**src/rtl/programmable_clock_divider_if.sv**
```systemverilog
// Configuration and output bundle for programmable_clock_divider.
// Handshake: load[i] is a one-cycle strobe sampled on the rising inputCLK edge; the divider always
// accepts it (no ready), and pending[i] stays high until the captured values become active.
interface programmable_clock_divider_if #(
  parameter int CHANNELS = 2,
  parameter int WIDTH    = 16
);
  logic [CHANNELS-1:0]       enable;
  logic [CHANNELS-1:0]       load;
  logic [CHANNELS*WIDTH-1:0] divider;
  logic [CHANNELS*WIDTH-1:0] highCount;
  logic [CHANNELS-1:0]       outputCLK;
  logic [CHANNELS-1:0]       tick;
  logic [CHANNELS-1:0]       pending;

  modport master (
    output enable, load, divider, highCount,
    input  outputCLK, tick, pending
  );

  modport slave (
    input  enable, load, divider, highCount,
    output outputCLK, tick, pending
  );
endinterface

```
**src/rtl/programmable_clock_divider.sv**
```systemverilog
// Multi-channel programmable divided-clock / tick generator. Ratio and high-time changes are
// shadowed and only take effect where a new period starts, so no period is ever truncated.
module programmable_clock_divider #(
  parameter int CHANNELS    = 2,
  parameter int WIDTH       = 16,
  parameter int DEFAULT_DIV = 10
) (
  input  logic                         inputCLK,
  input  logic                         reset,
  programmable_clock_divider_if.slave  bus
);

  localparam logic [WIDTH-1:0] DEF_DIV  = WIDTH'(DEFAULT_DIV);
  localparam logic [WIDTH-1:0] DEF_HIGH = WIDTH'(DEFAULT_DIV / 2);
  localparam logic [WIDTH-1:0] MIN_DIV  = WIDTH'(2);

  for (genvar i = 0; i < CHANNELS; i++) begin : g_ch
    logic [WIDTH-1:0] div_in, high_in, div_eff;
    logic [WIDTH-1:0] count_q, count_d;
    logic [WIDTH-1:0] div_q, div_d, high_q, high_d;
    logic [WIDTH-1:0] sdiv_q, sdiv_d, shigh_q, shigh_d;
    logic             pend_q, pend_d, out_q, out_d, tick_q, tick_d, run_q;
    logic             boundary;

    assign div_in  = bus.divider[i*WIDTH +: WIDTH];
    assign high_in = bus.highCount[i*WIDTH +: WIDTH];

    always_comb begin
      count_d  = count_q;
      div_d    = div_q;
      high_d   = high_q;
      sdiv_d   = sdiv_q;
      shigh_d  = shigh_q;
      pend_d   = pend_q;
      div_eff  = (div_q < MIN_DIV) ? MIN_DIV : div_q;

      // A channel that was idle last cycle restarts at count 0 rather than advancing.
      if (!bus.enable[i] || !run_q || (count_q >= div_eff - WIDTH'(1))) begin
        count_d = '0;
      end else begin
        count_d = count_q + WIDTH'(1);
      end

      // Every count_d==0 edge opens a fresh period, including idle edges.
      boundary = (count_d == '0);

      if (boundary) begin
        if (bus.load[i]) begin
          div_d   = div_in;
          high_d  = high_in;
          sdiv_d  = div_in;
          shigh_d = high_in;
          pend_d  = 1'b0;
        end else if (pend_q) begin
          div_d   = sdiv_q;
          high_d  = shigh_q;
          pend_d  = 1'b0;
        end
      end else if (bus.load[i]) begin
        sdiv_d  = div_in;
        shigh_d = high_in;
        pend_d  = 1'b1;
      end

      out_d  = bus.enable[i] && (count_d < high_d);
      tick_d = bus.enable[i] && boundary;
    end

    always_ff @(posedge inputCLK or negedge reset) begin
      if (!reset) begin
        count_q <= '0;
        div_q   <= DEF_DIV;
        high_q  <= DEF_HIGH;
        sdiv_q  <= DEF_DIV;
        shigh_q <= DEF_HIGH;
        pend_q  <= 1'b0;
        out_q   <= 1'b0;
        tick_q  <= 1'b0;
        run_q   <= 1'b0;
      end else begin
        count_q <= count_d;
        div_q   <= div_d;
        high_q  <= high_d;
        sdiv_q  <= sdiv_d;
        shigh_q <= shigh_d;
        pend_q  <= pend_d;
        out_q   <= out_d;
        tick_q  <= tick_d;
        run_q   <= bus.enable[i];
      end
    end

    assign bus.outputCLK[i] = out_q;
    assign bus.tick[i]      = tick_q;
    assign bus.pending[i]   = pend_q;
  end

endmodule

```
**src/flat_wrapper.sv**
```systemverilog
// flat-port wrapper written by rule: the top's interface ports become plain ports
module programmable_clock_divider_flat 
#(
  parameter int CHANNELS    = 2,
  parameter int WIDTH       = 16,
  parameter int DEFAULT_DIV = 10
)
  (inputCLK, reset, bus_enable, bus_load, bus_divider, bus_highCount, bus_outputCLK, bus_tick, bus_pending);
  programmable_clock_divider_if #(.CHANNELS(CHANNELS), .WIDTH(WIDTH)) bus_i ();
  input  logic inputCLK;
  input  logic reset;
  input wire logic [$bits(bus_i.enable)-1:0] bus_enable;
  input wire logic [$bits(bus_i.load)-1:0] bus_load;
  input wire logic [$bits(bus_i.divider)-1:0] bus_divider;
  input wire logic [$bits(bus_i.highCount)-1:0] bus_highCount;
  output wire logic [$bits(bus_i.outputCLK)-1:0] bus_outputCLK;
  output wire logic [$bits(bus_i.tick)-1:0] bus_tick;
  output wire logic [$bits(bus_i.pending)-1:0] bus_pending;
  assign bus_i.enable = bus_enable;
  assign bus_i.load = bus_load;
  assign bus_i.divider = bus_divider;
  assign bus_i.highCount = bus_highCount;
  assign bus_outputCLK = bus_i.outputCLK;
  assign bus_tick = bus_i.tick;
  assign bus_pending = bus_i.pending;
  programmable_clock_divider #(.CHANNELS(CHANNELS), .WIDTH(WIDTH), .DEFAULT_DIV(DEFAULT_DIV)) u_core (.inputCLK(inputCLK), .reset(reset), .bus(bus_i));
endmodule
```
**config.mk**
```make
export PLATFORM = sky130hd
export DESIGN_NAME = programmable_clock_divider_flat
export DESIGN_NICKNAME = d
export VERILOG_FILES = /design/src/rtl/programmable_clock_divider_if.sv /design/src/rtl/programmable_clock_divider.sv /design/src/flat_wrapper.sv
export SDC_FILE = /design/constraint.sdc
export NUM_CORES = 1
export LEC_CHECK = 0
export ABC_CLOCK_PERIOD_IN_PS = 19640
export BUFFER_PORTS_ARGS = -buffer_cell sky130_fd_sc_hd__buf_2
export CAP_MARGIN = 15
export CORE_MARGIN = 2
export CORE_UTILIZATION = 40
export CTS_BUF_LIST = sky130_fd_sc_hd__clkbuf_16
export CTS_CLUSTER_SIZE = 20
export DETAILED_ROUTE_END_ITERATION = 16
export GPL_ROUTABILITY_DRIVEN = 0
export HOLD_SLACK_MARGIN = 0.03
export PLACE_DENSITY_LB_ADDON = 0.2
export SYNTH_ARGS = -nofsm -noshare
export SYNTH_HDL_FRONTEND = slang
export SYNTH_SLANG_ARGS = --single-unit
```
**constraint.sdc**
```tcl
create_clock -name inputCLK -period 19.64 [get_ports inputCLK]
set_input_delay 2.946 -clock inputCLK [delete_from_list [all_inputs] [get_ports inputCLK]]
set_output_delay 2.946 -clock inputCLK [all_outputs]
set_load 0.03 [all_outputs]
```
# == After elaboration in Yosys (flattened, before gate mapping) ==
# Cells that the tools add are included.
# word_totals
register_bits,168
out_inout_bits,6
word_cells,66
# classes
add_sub_neg,4
magnitude_cmp,6
muxes,18
reduce_logical,20
# ops
op,n
$mux 16,14
$add 16x1->16 const B,2
$ge 16x16->1,2
$logic_not 16->1,2
$lt 16x16->1,2
$lt 16x2->1 const B,2
$sub 16x1->16 const B,2
$reduce_bool 2->1,4
$logic_and 1x1->1,4
$logic_not 1->1,4
$logic_or 1x1->1,4
$mux 1,4
$reduce_and 2->1,2

# == Longest topological paths before layout ==
# depth
word_depth,10
mapped_depth,29
mapped_depth_nobuf,27

# == Least setup slack after synthesis ==
# OpenSTA, ideal clock, no wires.
# synth_timing
path_type,input -> register
from,input port u_core.g_ch[0].div_q[4]
to,register u_core.g_ch[0].out_q
arrival_ps,6269
t_required_ps,19512
setup_slack_ps,13243
stages,26
path_cell_list,dfrtp_1 -> or3_1 -> or3_1 -> nor4_1 -> inv_1 -> o21ai_0 -> ha_1 -> nand2b_1 -> or4_1 -> or3_1 -> nor3_1 -> xnor2_1 -> ha_1 -> a21o_1 -> a211o_1 -> o21ba_2 -> clkbuf_1 -> a21oi_1 -> a2111oi_0 -> ha_1 -> nand4_1 -> a2111oi_0 -> nand2_1 -> or2_2 -> a22oi_1 -> a211oi_1
# synth_between
elab_chain_cells,10
# synth_lines
element,line,rtl
from (decl),programmable_clock_divider.sv:20,"logic [WIDTH-1:0] div_q, div_d, high_q, high_d;"
$lt 16x2->1,programmable_clock_divider.sv:35,div_eff = (div_q < MIN_DIV) ? MIN_DIV : div_q;
$mux 16 (*),programmable_clock_divider.sv:35,
$sub 16x1->16 (*),programmable_clock_divider.sv:38,if (!bus.enable[i] || !run_q || (count_q >= div_eff - WIDTH'(1))) begin
$ge 16x16->1 (*),programmable_clock_divider.sv:38,
$logic_or 1x1->1 (*),programmable_clock_divider.sv:38,
$mux 16 (*),programmable_clock_divider.sv:38,
$logic_not 16->1,programmable_clock_divider.sv:45,boundary = (count_d == '0);
$mux 16,programmable_clock_divider.sv:47,if (boundary) begin
$lt 16x16->1 (*),programmable_clock_divider.sv:65,out_d = bus.enable[i] && (count_d < high_d);
$logic_and 1x1->1 (*),programmable_clock_divider.sv:65,
net u_core.g_ch[0].out_d,programmable_clock_divider.sv:22,"logic pend_q, pend_d, out_q, out_d, tick_q, tick_d, run_q;"
to (signal assigned),programmable_clock_divider.sv:87,out_q <= out_d;
to (decl),programmable_clock_divider.sv:22,
# Mark *: on every way through the listed nets, which the timed path passes. The rest lies on a longest branch.
# A chain may end at the register's enable or synchronous reset.

# == Worst setup path in the final report ==
# Ends and elaborated chain as after synthesis.

==> metrics.txt <==
final net count 1165; Met1 Wirelength 11700 um; commonest cells after routing, fill and taps aside dfrtp_1, nand2_1, buf_2; Site Rows 57; Max VDD drop 0.0000544 V; grt total ovfl 0; CTS buffer count 17; drt first-iter violations 323; final total power slightly below 900 uW; met2 wire len approximately 9000 um; WL per Instance between 15 and 20 um; CTS resizes 0; Worst path slowest cell o21ba_2; top cells by area, synth dfrtp_1, ha_1, mux2_2; CP endpoint kind register; Max FO, Critical Path 31; pin count of the biggest net entering global routing about 110; clk_skew between 0.015 and 0.02 ns; vias in the first global route 6858; share of the yosys chip area belonging to registers 0.426; Static Leak between 0.005 and 0.006 uW; Tmin final 7.39 ns; half-perimeter wire length after placement 15000 um; Synth top area share 0.383; Top Metal Used met4; Final Setup Violations 0; Slew Limit Headroom 0.325; number of buffers inserted to repair setup after CTS 0; Vias 7235; Cell Area, Synth 9920 um2; clock-pin slew on the worst setup and hold paths 0.07 ns; Tot GR Track Use 0.171; number of enable flip-flop cells after synthesis 0; setup TNS 0 ns; synthesis-stage register bit count 168; Die ar. 26100 um2; Post-synth top flop dfrtp_1; Die Width 161 um; vias per cell about 5.3; Max Slew Vio Count 0; DR DRC count 0; Avg Cell Area, Syn between 10 and 15 um2; Max Root-Sink Buffers 2; async set-reset flop share out of synthesis 1.00; Critical Path Source Type register; n_diodes 0; WHS 0.477 ns; first-pass GRT wire length 36100 um; ANT nets after route 0; Final Util 0.455; metal3 WL roughly 660 um; Initial Util 0.408; IO Port Bufs 75; status finished clean; # hold bufs at CTS 0; initial antenna violation count 0; largest area contributor in the netlist dfrtp_1; CTS tree done; Final Cycle Share 0.376; Synth cell types 66; Pwr Density between 70 and 80 nW/um2; Core Box Area roughly 24000 um2; Hold Violations, Final 0; Die Height 161 um; most common cell after layout, fill and taps aside dfrtp_1; TritonCTS Sinks 168; Slew @ Worst Pin 1.01 ns; CP Data Arrival Time between 7 and 8 ns; Synth warnings 0; Area Growth Syn to Fin 11.6%; fmax 135 MHz; Cell Chain, Critical Path or3_1 > or3_1 > nor4_1 > inv_1 > o21ai_0 > ha_1 > nand2b_1 > or4_1 > or3_1 > nor3_1 > xnor2_1 > ha_1 > a21o_1 > a211o_1 > o21ba_2 > a21oi_1 > a2111oi_0 > ha_1 > nand4_1 > a2111oi_0 > nand2_1 > or2_2 > a22oi_1 > a211oi_1; crit path kind reg -> reg; syn nets 1108; Initial DRT Pass Iterations 5; total wire length between 20000 and 25000 um; Req. time, crit path 19.94 ns; Root Driver clkbuf_16; H-tree depth 4; worst-skew pair later-pin latency roughly 0.44 ns; RSZ-0062 raised after global routing no; Post-Synthesis Cells 972; io pins 76; max cap viols 0; layout cells sized above 1 0.216; crit-path max cell delay 0.70 ns; Hold Crit Class reg -> reg
per-layer routing:
layer,track usage,up-vias
met3,0.0257,11
met2,0.242,113
met1,0.270,3479
met4,0.0438,0
li1,-,3632
met5,0,-
final timing paths:
path | slack [ns] | endpoint | cells after the start | from
worst max-delay path | 12.25 | u_core.g_ch[0].out_q$_DFF_PN0_ | 24 | u_core.g_ch[0].div_q[4]$_DFFE_PN0P_
worst min-delay path | 0.48 | u_core.g_ch[1].shigh_q[0]$_DFFE_PN1P_ | 2 | u_core.g_ch[1].shigh_q[0]$_DFFE_PN1P_
worst max register to register | 12.25 | u_core.g_ch[0].out_q$_DFF_PN0_ | 24 | u_core.g_ch[0].div_q[4]$_DFFE_PN0P_
worst min register to register | 0.48 | u_core.g_ch[1].shigh_q[0]$_DFFE_PN1P_ | 2 | u_core.g_ch[1].shigh_q[0]$_DFFE_PN1P_
max in group asynchronous | 15.57 | u_core.g_ch[0].high_q[6]$_DFF_PN0_ | 2 | reset
min in group asynchronous | 2.62 | u_core.g_ch[1].shigh_q[7]$_DFFE_PN0P_ | 1 | reset
cells in the mapped netlist, types with 5 or more instances:
cell	instances
dfrtp_1	152
nand2_1	95
nor2_1	68
ha_1	66
mux2_2	57
a21oi_1	49
o21ai_0	48
inv_1	38
and2_1	35
xnor2_1	32
clkbuf_1	29
xor2_1	24
a211oi_1	21
nand4_1	19
a211o_1	17
dfstp_2	16
a21o_1	15
a22oi_1	15
a2111o_1	14
nor3_1	14
a2111oi_2	13
or3_1	12
nand3_1	10
and3_1	9
buf_2	9
nor2b_1	9
mux2_4	8
buf_4	7
nor4_1	7
and4_1	5
nand2b_1	5
or4_1	5
layout make-up:
cell class | instances | area [um2]
Sequential cell | 168 | 4220
Inverter | 38 | 143
Multi-Input combinational cell | 719 | 5320
Clock inverter | 15 | 103
Fill cell | 2334 | 13200
Timing Repair Buffer | 85 | 457
Tap cell | 324 | 405
Clock buffer | 17 | 425
where the power goes:
part	internal, uW	switching (uW)
clock	161	148
combinational	73.5	78.6
sequential	386	29.5
worst max-delay path: cells and delay by family (launching register included):
kind / cells / cell delay (ns)
AO/OA/AOI/OAI: 9 / 2.92
adder cells (fa/ha/maj): 3 / 0.76
XOR/XNOR: 1 / 0.16
flip-flops: 1 / 0.40
buffers and inverters: 1 / 0.07
AND/OR/NAND/NOR: 10 / 2.95
registers in the layout, indices dropped and copies added, names as in the netlist:
register             cells
u_core.g_ch.pend_q       2
u_core.g_ch.out_q        2
u_core.g_ch.div_q       32
u_core.g_ch.shigh_q     32
u_core.g_ch.high_q      32
u_core.g_ch.tick_q       2
u_core.g_ch.run_q        2
u_core.g_ch.count_q     32
u_core.g_ch.sdiv_q      32
logic make-up after synthesis:
kind of cell,share of synthesized area
flip-flops,0.426
multiplexers,0.0808
adder cells (fa/ha/maj),0.0832
AND/OR/NAND/NOR,0.160
buffers and inverters,0.0383
XOR/XNOR,0.0494
AO/OA/AOI/OAI,0.162
per-stage QoR:
stage               setup WS, ns  cell area, um2  std cells
finish                     12.25           11100       1366
global route               11.62           11100       1366
CTS                        12.26           11100       1365
detailed placement         12.38           10500       1333
global placement           12.59           10500       1333
floorplan                  13.24            9920        972
Power figures use the tool's default switching activity.
